<file path="src/rtl/cb_quant_pkg.sv">
// cb_quant_pkg -- shared definitions for the Cb quantizer / zigzag emitter.
//   state_e    : emitter FSM state
//   COEF_W_DEF : default signed coefficient width
//   Q_CHROMA   : standard JPEG chrominance quantization table, raster order
//   R_RECIP    : round(4096 / Q) per raster position, derived from Q_CHROMA
//   ZZ_RASTER  : zigzag position -> raster index {row[2:0], col[2:0]}
package cb_quant_pkg;

    localparam int COEF_W_DEF = 11;

    typedef enum logic {
        ST_IDLE = 1'b0,
        ST_EMIT = 1'b1
    } state_e;

    localparam logic [0:63][6:0] Q_CHROMA = '{
        7'd17, 7'd18, 7'd24, 7'd47, 7'd99, 7'd99, 7'd99, 7'd99,
        7'd18, 7'd21, 7'd26, 7'd66, 7'd99, 7'd99, 7'd99, 7'd99,
        7'd24, 7'd26, 7'd56, 7'd99, 7'd99, 7'd99, 7'd99, 7'd99,
        7'd47, 7'd66, 7'd99, 7'd99, 7'd99, 7'd99, 7'd99, 7'd99,
        7'd99, 7'd99, 7'd99, 7'd99, 7'd99, 7'd99, 7'd99, 7'd99,
        7'd99, 7'd99, 7'd99, 7'd99, 7'd99, 7'd99, 7'd99, 7'd99,
        7'd99, 7'd99, 7'd99, 7'd99, 7'd99, 7'd99, 7'd99, 7'd99,
        7'd99, 7'd99, 7'd99, 7'd99, 7'd99, 7'd99, 7'd99, 7'd99
    };

    typedef logic [0:63][7:0] recip_tab_t;

    // Largest reciprocal is round(4096/17) = 241, so 8 bits suffice.
    function automatic recip_tab_t gen_recip();
        recip_tab_t t;
        for (int i = 0; i < 64; i++)
            t[i] = 8'((4096 + int'(Q_CHROMA[i]) / 2) / int'(Q_CHROMA[i]));
        return t;
    endfunction

    localparam recip_tab_t R_RECIP = gen_recip();

    localparam logic [0:63][5:0] ZZ_RASTER = '{
        6'd0,  6'd1,  6'd8,  6'd16, 6'd9,  6'd2,  6'd3,  6'd10,
        6'd17, 6'd24, 6'd32, 6'd25, 6'd18, 6'd11, 6'd4,  6'd5,
        6'd12, 6'd19, 6'd26, 6'd33, 6'd40, 6'd48, 6'd41, 6'd34,
        6'd27, 6'd20, 6'd13, 6'd6,  6'd7,  6'd14, 6'd21, 6'd28,
        6'd35, 6'd42, 6'd49, 6'd56, 6'd57, 6'd50, 6'd43, 6'd36,
        6'd29, 6'd22, 6'd15, 6'd23, 6'd30, 6'd37, 6'd44, 6'd51,
        6'd58, 6'd59, 6'd52, 6'd45, 6'd38, 6'd31, 6'd39, 6'd46,
        6'd53, 6'd60, 6'd61, 6'd54, 6'd47, 6'd55, 6'd62, 6'd63
    };

endpackage

</file>
<file path="src/rtl/cb_quant_mul.sv">
// cb_quant_mul -- combinational reciprocal quantizer for one coefficient.
//   z     : signed coefficient
//   recip : round(4096/Q) for this coefficient's position
//   q     : sign(z) * ((|z| * recip + RND) >> RECIP_SHIFT)
// Optional feature macro CB_QUANT_ROUND_EN: RND = 2^(RECIP_SHIFT-1), giving
// round-half-away-from-zero; otherwise RND = 0 (truncate toward zero).
module cb_quant_mul #(
    parameter int COEF_W      = 11,
    parameter int RECIP_SHIFT = 12
) (
    input  logic signed [COEF_W-1:0] z,
    input  logic        [7:0]        recip,
    output logic signed [COEF_W-1:0] q
);
    localparam int PW = 32;

`ifdef CB_QUANT_ROUND_EN
    localparam logic [PW-1:0] RND = PW'(1) << (RECIP_SHIFT - 1);
`else
    localparam logic [PW-1:0] RND = '0;
`endif

    logic              neg;
    logic [COEF_W-1:0] z_u, mag, mag_q;
    logic [PW-1:0]     prod;

    // Working on the magnitude keeps rounding symmetric about zero.
    // |-2^(COEF_W-1)| still fits as an unsigned COEF_W value.
    assign neg   = z[COEF_W-1];
    assign z_u   = z;
    assign mag   = neg ? (~z_u + 1'b1) : z_u;
    assign prod  = PW'(mag) * PW'(recip) + RND;
    assign mag_q = COEF_W'(prod >> RECIP_SHIFT);
    assign q     = neg ? $signed(~mag_q + 1'b1) : $signed(mag_q);

endmodule

</file>
<file path="src/rtl/cb_quant_zigzag.sv">
// cb_quant_zigzag -- captures an 8x8 Cb DCT block and streams quantized
// coefficients in JPEG zigzag order over a valid/ready handshake.
//   clk, rst (async, active low)
//   enable        : block-available level from the DCT; rising edge = block start
//   Z11..Z88_final: signed coefficients, row r column c as Zrc_final
//   out_ready     : downstream accepts the current beat
//   q_out/q_valid/q_index/q_last : output beat (zigzag index 0..63)
//   busy          : a block is being emitted
//   drop          : one-cycle pulse when a block start is discarded
// Optional feature macro CB_QUANT_ROUND_EN (rounding in cb_quant_mul).
module cb_quant_zigzag
    import cb_quant_pkg::*;
#(
    parameter int COEF_W      = COEF_W_DEF,
    parameter int RECIP_SHIFT = 12
) (
    input  logic clk,
    input  logic rst,
    input  logic enable,
    input  logic signed [COEF_W-1:0] Z11_final, Z12_final, Z13_final, Z14_final,
                                     Z15_final, Z16_final, Z17_final, Z18_final,
    input  logic signed [COEF_W-1:0] Z21_final, Z22_final, Z23_final, Z24_final,
                                     Z25_final, Z26_final, Z27_final, Z28_final,
    input  logic signed [COEF_W-1:0] Z31_final, Z32_final, Z33_final, Z34_final,
                                     Z35_final, Z36_final, Z37_final, Z38_final,
    input  logic signed [COEF_W-1:0] Z41_final, Z42_final, Z43_final, Z44_final,
                                     Z45_final, Z46_final, Z47_final, Z48_final,
    input  logic signed [COEF_W-1:0] Z51_final, Z52_final, Z53_final, Z54_final,
                                     Z55_final, Z56_final, Z57_final, Z58_final,
    input  logic signed [COEF_W-1:0] Z61_final, Z62_final, Z63_final, Z64_final,
                                     Z65_final, Z66_final, Z67_final, Z68_final,
    input  logic signed [COEF_W-1:0] Z71_final, Z72_final, Z73_final, Z74_final,
                                     Z75_final, Z76_final, Z77_final, Z78_final,
    input  logic signed [COEF_W-1:0] Z81_final, Z82_final, Z83_final, Z84_final,
                                     Z85_final, Z86_final, Z87_final, Z88_final,
    input  logic out_ready,
    output logic signed [COEF_W-1:0] q_out,
    output logic       q_valid,
    output logic [5:0] q_index,
    output logic       q_last,
    output logic       busy,
    output logic       drop
);

    logic [63:0][COEF_W-1:0] z_in, bank;

    // Raster packing: z_in[r*8+c] = Z{r+1}{c+1}_final.
    assign z_in = {Z88_final, Z87_final, Z86_final, Z85_final, Z84_final, Z83_final, Z82_final, Z81_final,
                   Z78_final, Z77_final, Z76_final, Z75_final, Z74_final, Z73_final, Z72_final, Z71_final,
                   Z68_final, Z67_final, Z66_final, Z65_final, Z64_final, Z63_final, Z62_final, Z61_final,
                   Z58_final, Z57_final, Z56_final, Z55_final, Z54_final, Z53_final, Z52_final, Z51_final,
                   Z48_final, Z47_final, Z46_final, Z45_final, Z44_final, Z43_final, Z42_final, Z41_final,
                   Z38_final, Z37_final, Z36_final, Z35_final, Z34_final, Z33_final, Z32_final, Z31_final,
                   Z28_final, Z27_final, Z26_final, Z25_final, Z24_final, Z23_final, Z22_final, Z21_final,
                   Z18_final, Z17_final, Z16_final, Z15_final, Z14_final, Z13_final, Z12_final, Z11_final};

    state_e                    state;
    logic                      enable_d, start, xfer, last_xfer, capture;
    logic [5:0]                nxt_idx;
    logic signed [COEF_W-1:0]  mul_z, mul_q;
    logic [7:0]                mul_r;

    assign start     = enable & ~enable_d;
    assign xfer      = q_valid & out_ready;
    assign last_xfer = xfer & q_last;
    // A start coinciding with the final transfer chains straight into the next block.
    assign capture   = start & ((state == ST_IDLE) | last_xfer);
    assign nxt_idx   = q_index + 6'd1;

    // On capture the bank is not loaded yet, so the DC term comes straight
    // from the inputs; this lets beat 0 appear the cycle after capture.
    always_comb begin
        mul_z = bank[ZZ_RASTER[nxt_idx]];
        mul_r = R_RECIP[ZZ_RASTER[nxt_idx]];
        if (capture) begin
            mul_z = z_in[0];
            mul_r = R_RECIP[0];
        end
    end

    cb_quant_mul #(
        .COEF_W      (COEF_W),
        .RECIP_SHIFT (RECIP_SHIFT)
    ) u_mul (
        .z     (mul_z),
        .recip (mul_r),
        .q     (mul_q)
    );

    always_ff @(posedge clk or negedge rst) begin
        if (!rst) begin
            state    <= ST_IDLE;
            enable_d <= 1'b0;
            q_out    <= '0;
            q_valid  <= 1'b0;
            q_index  <= '0;
            q_last   <= 1'b0;
            busy     <= 1'b0;
            drop     <= 1'b0;
        end else begin
            enable_d <= enable;
            drop     <= start & (state == ST_EMIT) & ~last_xfer;
            if (capture) begin
                state   <= ST_EMIT;
                busy    <= 1'b1;
                q_valid <= 1'b1;
                q_index <= '0;
                q_last  <= 1'b0;
                q_out   <= mul_q;
            end else if (last_xfer) begin
                state   <= ST_IDLE;
                busy    <= 1'b0;
                q_valid <= 1'b0;
                q_index <= '0;
                q_last  <= 1'b0;
                q_out   <= '0;
            end else if (xfer) begin
                q_index <= nxt_idx;
                q_last  <= (nxt_idx == 6'd63);
                q_out   <= mul_q;
            end
        end
    end

    // Data-only storage; contents are meaningless until the first capture.
    always_ff @(posedge clk) begin
        if (capture) bank <= z_in;
    end

endmodule

</file>
<file path="config.mk">
export PLATFORM = sky130hd
export DESIGN_NAME = cb_quant_zigzag
export DESIGN_NICKNAME = d
export VERILOG_FILES = /design/src/rtl/cb_quant_pkg.sv /design/src/rtl/cb_quant_mul.sv /design/src/rtl/cb_quant_zigzag.sv
export SDC_FILE = /design/constraint.sdc
export NUM_CORES = 1
export LEC_CHECK = 0
export BUFFER_PORTS_ARGS = -buffer_cell sky130_fd_sc_hd__buf_4
export CAP_MARGIN = 10
export CELL_PAD_IN_SITES_DETAIL_PLACEMENT = 0
export CELL_PAD_IN_SITES_GLOBAL_PLACEMENT = 1
export CORE_AREA = 2 2 286 288
export DETAILED_ROUTE_END_ITERATION = 8
export DIE_AREA = 0 0 288 290
export MAX_ROUTING_LAYER = met4
export PLACE_DENSITY_LB_ADDON = 0.1
export RECOVER_POWER = 50
export SYNTH_ARGS = -nofsm -noshare
export SYNTH_HDL_FRONTEND = slang
export SYNTH_SLANG_ARGS = --single-unit
</file>
<file path="constraint.sdc">
create_clock -name clk -period 39 [get_ports clk]
set_input_delay 1.95 -clock clk [delete_from_list [all_inputs] [get_ports clk]]
set_output_delay 1.95 -clock clk [all_outputs]
set_load 0.005 [all_outputs]
</file>
==> PnR_summary.wiki <==
{| class="wikitable"
! Metric !! Value
|-
| Result of the run || finished, final reports clean
|-
| Number of nets produced by synthesis || 3,216
|-
| Global route total overflow || 0
|-
| Share of post-route cells with drive strength above 1 || 0.288
|-
| Starting density of the core || 0.414
|-
| Peak per-stage delay on the critical path || 0.92 ns
|-
| Library cell used as clock root buffer || clkbuf_16
|-
| X dimension of the die || 288 µm
|-
| Number of remaining DRC errors || 0
|-
| Final RePlAce weighted congestion || about 0.90
|-
| Overall via count from detail_route || 23,100
|-
| Wirelength, routed || 117 mm
|-
| CTS HTree Levels || 3
|-
| Synth warn || 0
|-
| Source-to-sink clock delay at the later pin of the worst-skew pair || 0.65 ns
|-
| Critical path fanouts, max || 87
|-
| Cts hold-fix bufs || 0
|-
| Count of standard-cell rows || 104
|-
| Cell type with the largest total area after synthesis || edfxtp_1
|-
| Maximum buffer depth of the clock tree || 3
|-
| Hold_ws || 0.527 ns
|-
| Met2 WL post-DR || 59.8 mm
|-
| Top-level port count || 729
|-
| Max Transition Viols Final || 0
|-
| Time the final worst path needs with I/O delays and setup || 14.01 ns
|-
| Post-synth EDFFs || 704
|-
| Top_reg_cell synth || edfxtp_1
|-
| Number of gates resized after cts || 0
|-
| Die Ht || 290 µm
|-
| Detailed placer's ending HPWL || approximately 86 mm
|-
| Worst-Margin Slew || 1.26 ns
|-
| Worst endpoint data arrival time || 14.53 ns
|-
| Worst setup SP type || flip-flop
|-
| Synthesized area || 33,200 µm²
|-
| Pin count of the biggest net entering global routing || about 180
|-
| Class of the most critical hold timing path || flip-flop to flip-flop
|-
| Drt first-iter violations || 2,036
|-
| Wire length of the first global-routing pass || 167 mm
|-
| Initial antenna violation count || 48
|-
| Top achievable clock speed || about 0.071 GHz
|-
| Postcts setup bufs || 0
|-
| Count leader, synth || edfxtp_1
|-
| Clock skew || 0.0481 ns
|-
| Final-layout setup total negative slack || 0 ns
|-
| Count of nets left with antenna violations after detail routing || 0
|-
| Syn_area_per_cell || 13.9 µm²
|-
| Maximum Capacitance Violations || 0
|-
| Final clock period utilization by the worst path || 0.359
|-
| Highest routed metal layer || met4
|-
| Post-DR vias/cell || 5.42
|-
| Synthesis-stage register bit count || approximately 730
|-
| Cell types occupying the most area after synthesis || edfxtp_1 64%, nand2_1 5.0%, mux4_2 3.7%
|-
| Number of optimization iterations in the first detailed-route pass || 5
|-
| Reg clk slew, reported paths || roughly 0.06 ns
|-
| Required @ worst endpoint || slightly below 40 ns
|-
| Number of global-route vias before repair || 24,100
|-
| Slowest library cell on the worst path || ha_1
|-
| WS Path Type || flip-flop to flip-flop
|-
| Final Setup Violations || 0
|-
| Routed length per placed instance || roughly 27 µm
|-
| Number of distinct library cell variants in the gate-level netlist after synthesis || 88
|-
| NumNets Final || 3,918
|-
| Sink count of the clock tree || 725
|-
| TritonCTS clock tree || built
|-
| Endpoint type of the worst setup path || flip-flop
|-
| Share of synthesized registers carrying an async set or reset || 0.0290
|-
| Normalized max-slew margin || 0.163
|-
| Length of routed wiring on met1 || about 46 mm
|-
| CORE AREA || ~80,000 µm²
|-
| Number of buffers created by CTS || 80
|-
| Area share of the largest cell type after synthesis || 0.636
|-
| Register-to-register path setup slack || 24.99 ns
|-
| Die footprint || 83,500 µm²
|-
| Register area share after synthesis || 0.652
|-
| Hold violation count in the final report || 0
|-
| Length of routed met3 wiring || 7.86 mm
|-
| Post-Synthesis Cells || approximately 2,400
|-
| Ranking of synthesized cells by instance count || 704 x edfxtp_1, 444 x nand2_1, 89 x nor2_1
|-
| Setup repair after global routing missed its margin || false
|-
| Total routing usage reported by global routing || 0.285
|-
| I/O Buffers || 728
|-
| Area Overhead vs Synth || 27.1%
|}
## logic make-up (layout without fill, tap and decap cells)
family	after synthesis	in the layout	synth area share
muxes	153	153	0.0672
other	0	43	0
adders and majority gates	112	112	0.0542
xor gates and xnor gates	18	18	0.00576
and+or+nand+nor	839	839	0.115
buffers and inverters	227	993	0.0308
DFF	725	725	0.652
AOI/OAI and AO/OA	322	322	0.0744
## critical path, delay by kind of cell (launching register included)
family,cells,cell delay (ns)
adders and majority gates,8,3.97
AOI/OAI and AO/OA,11,3.28
buffers and inverters,9,2.94
and+or+nand+nor,10,1.32
muxes,2,0.77
DFF,1,0.70
xor gates and xnor gates,1,0.64
## cell usage in the layout (no fill, tap or decap), types with 9 or more instances in the layout
cell type and count:
edfxtp_1 704, clkbuf_4 648, nand2_1 444, nor2_1 89, nand3_1 86, mux2i_1 86, and3_1 85, a311oi_1 81
inv_1 80, clkbuf_16 80, clkbuf_1 77, o21ai_0 60, ha_1 59, mux4_2 54, fa_1 53, buf_4 45
diode_2 43, and2_1 36, a21oi_1 35, nor3_1 24, dfrtp_1 21, clkinv_1 19, nor2b_1 17, clkinv_2 17
nand2b_1 15, a31oi_1 14, a311o_1 14, a211oi_1 12, xnor2_1 11, or3_1 11, a22oi_1 10, mux2_2 10
bufinv_16 10, o311a_1 9
## stage by stage
stage	area [µm²]	utilization	setup slack (ns)	cells
final	42200	0.527	24.99	4265
after global routing	42200	0.527	24.14	4264
after CTS	42400	0.528	24.89	4222
after detailed placement	39700	0.495	24.97	4076
after global placement	39600	0.495	25.22	4075
after floorplan	33200	-	8.82	2396
## sequential cells by signal (all words and copies together), names as in the netlist
signal and flops:
bank 704, enable_d 1, drop 1, q_last 1, q_out 11, state 1, q_index 6
## path summary, 6_finish.rpt
path / start / to / depth (start not counted)
setup / recovery: q_index[0]$_DFFE_PN0P_ / q_out[6]$_DFFE_PN0P_ / 41
setup reg to reg: q_index[0]$_DFFE_PN0P_ / q_out[6]$_DFFE_PN0P_ / 41
hold / removal: q_out[3]$_DFFE_PN0P_ / q_out[3]$_DFFE_PN0P_ / 1
hold reg to reg: q_out[3]$_DFFE_PN0P_ / q_out[3]$_DFFE_PN0P_ / 1
max in group asynchronous: rst / q_out[3]$_DFFE_PN0P_ / 1
min in group asynchronous: rst / enable_d$_DFF_PN0_ / 1
## metal layers
metal,GRT usage,vias to the layer above
li1,-,10500
met1,0.346,11600
met2,0.483,850
met3,0.0611,150
met4,0.0752,0
met5,-,-
## layout make-up
| class | instances | area (µm²) |
|---|---|---|
| Clock buffer | 91 | 2040 |
| Clock inverter | 55 | 654 |
| Tap cell | 1060 | 1330 |
| Antenna cell | 43 | 108 |
| Sequential cell | 725 | 21700 |
| Timing Repair Buffer | 763 | 5520 |
| Fill cell | 7015 | 37900 |
| Multi-Input combinational cell | 1444 | 10600 |
| Inverter | 84 | 338 |
Power is not shown: default switching activity piles up to over one toggle a cycle in this logic, so the estimate is an artifact.
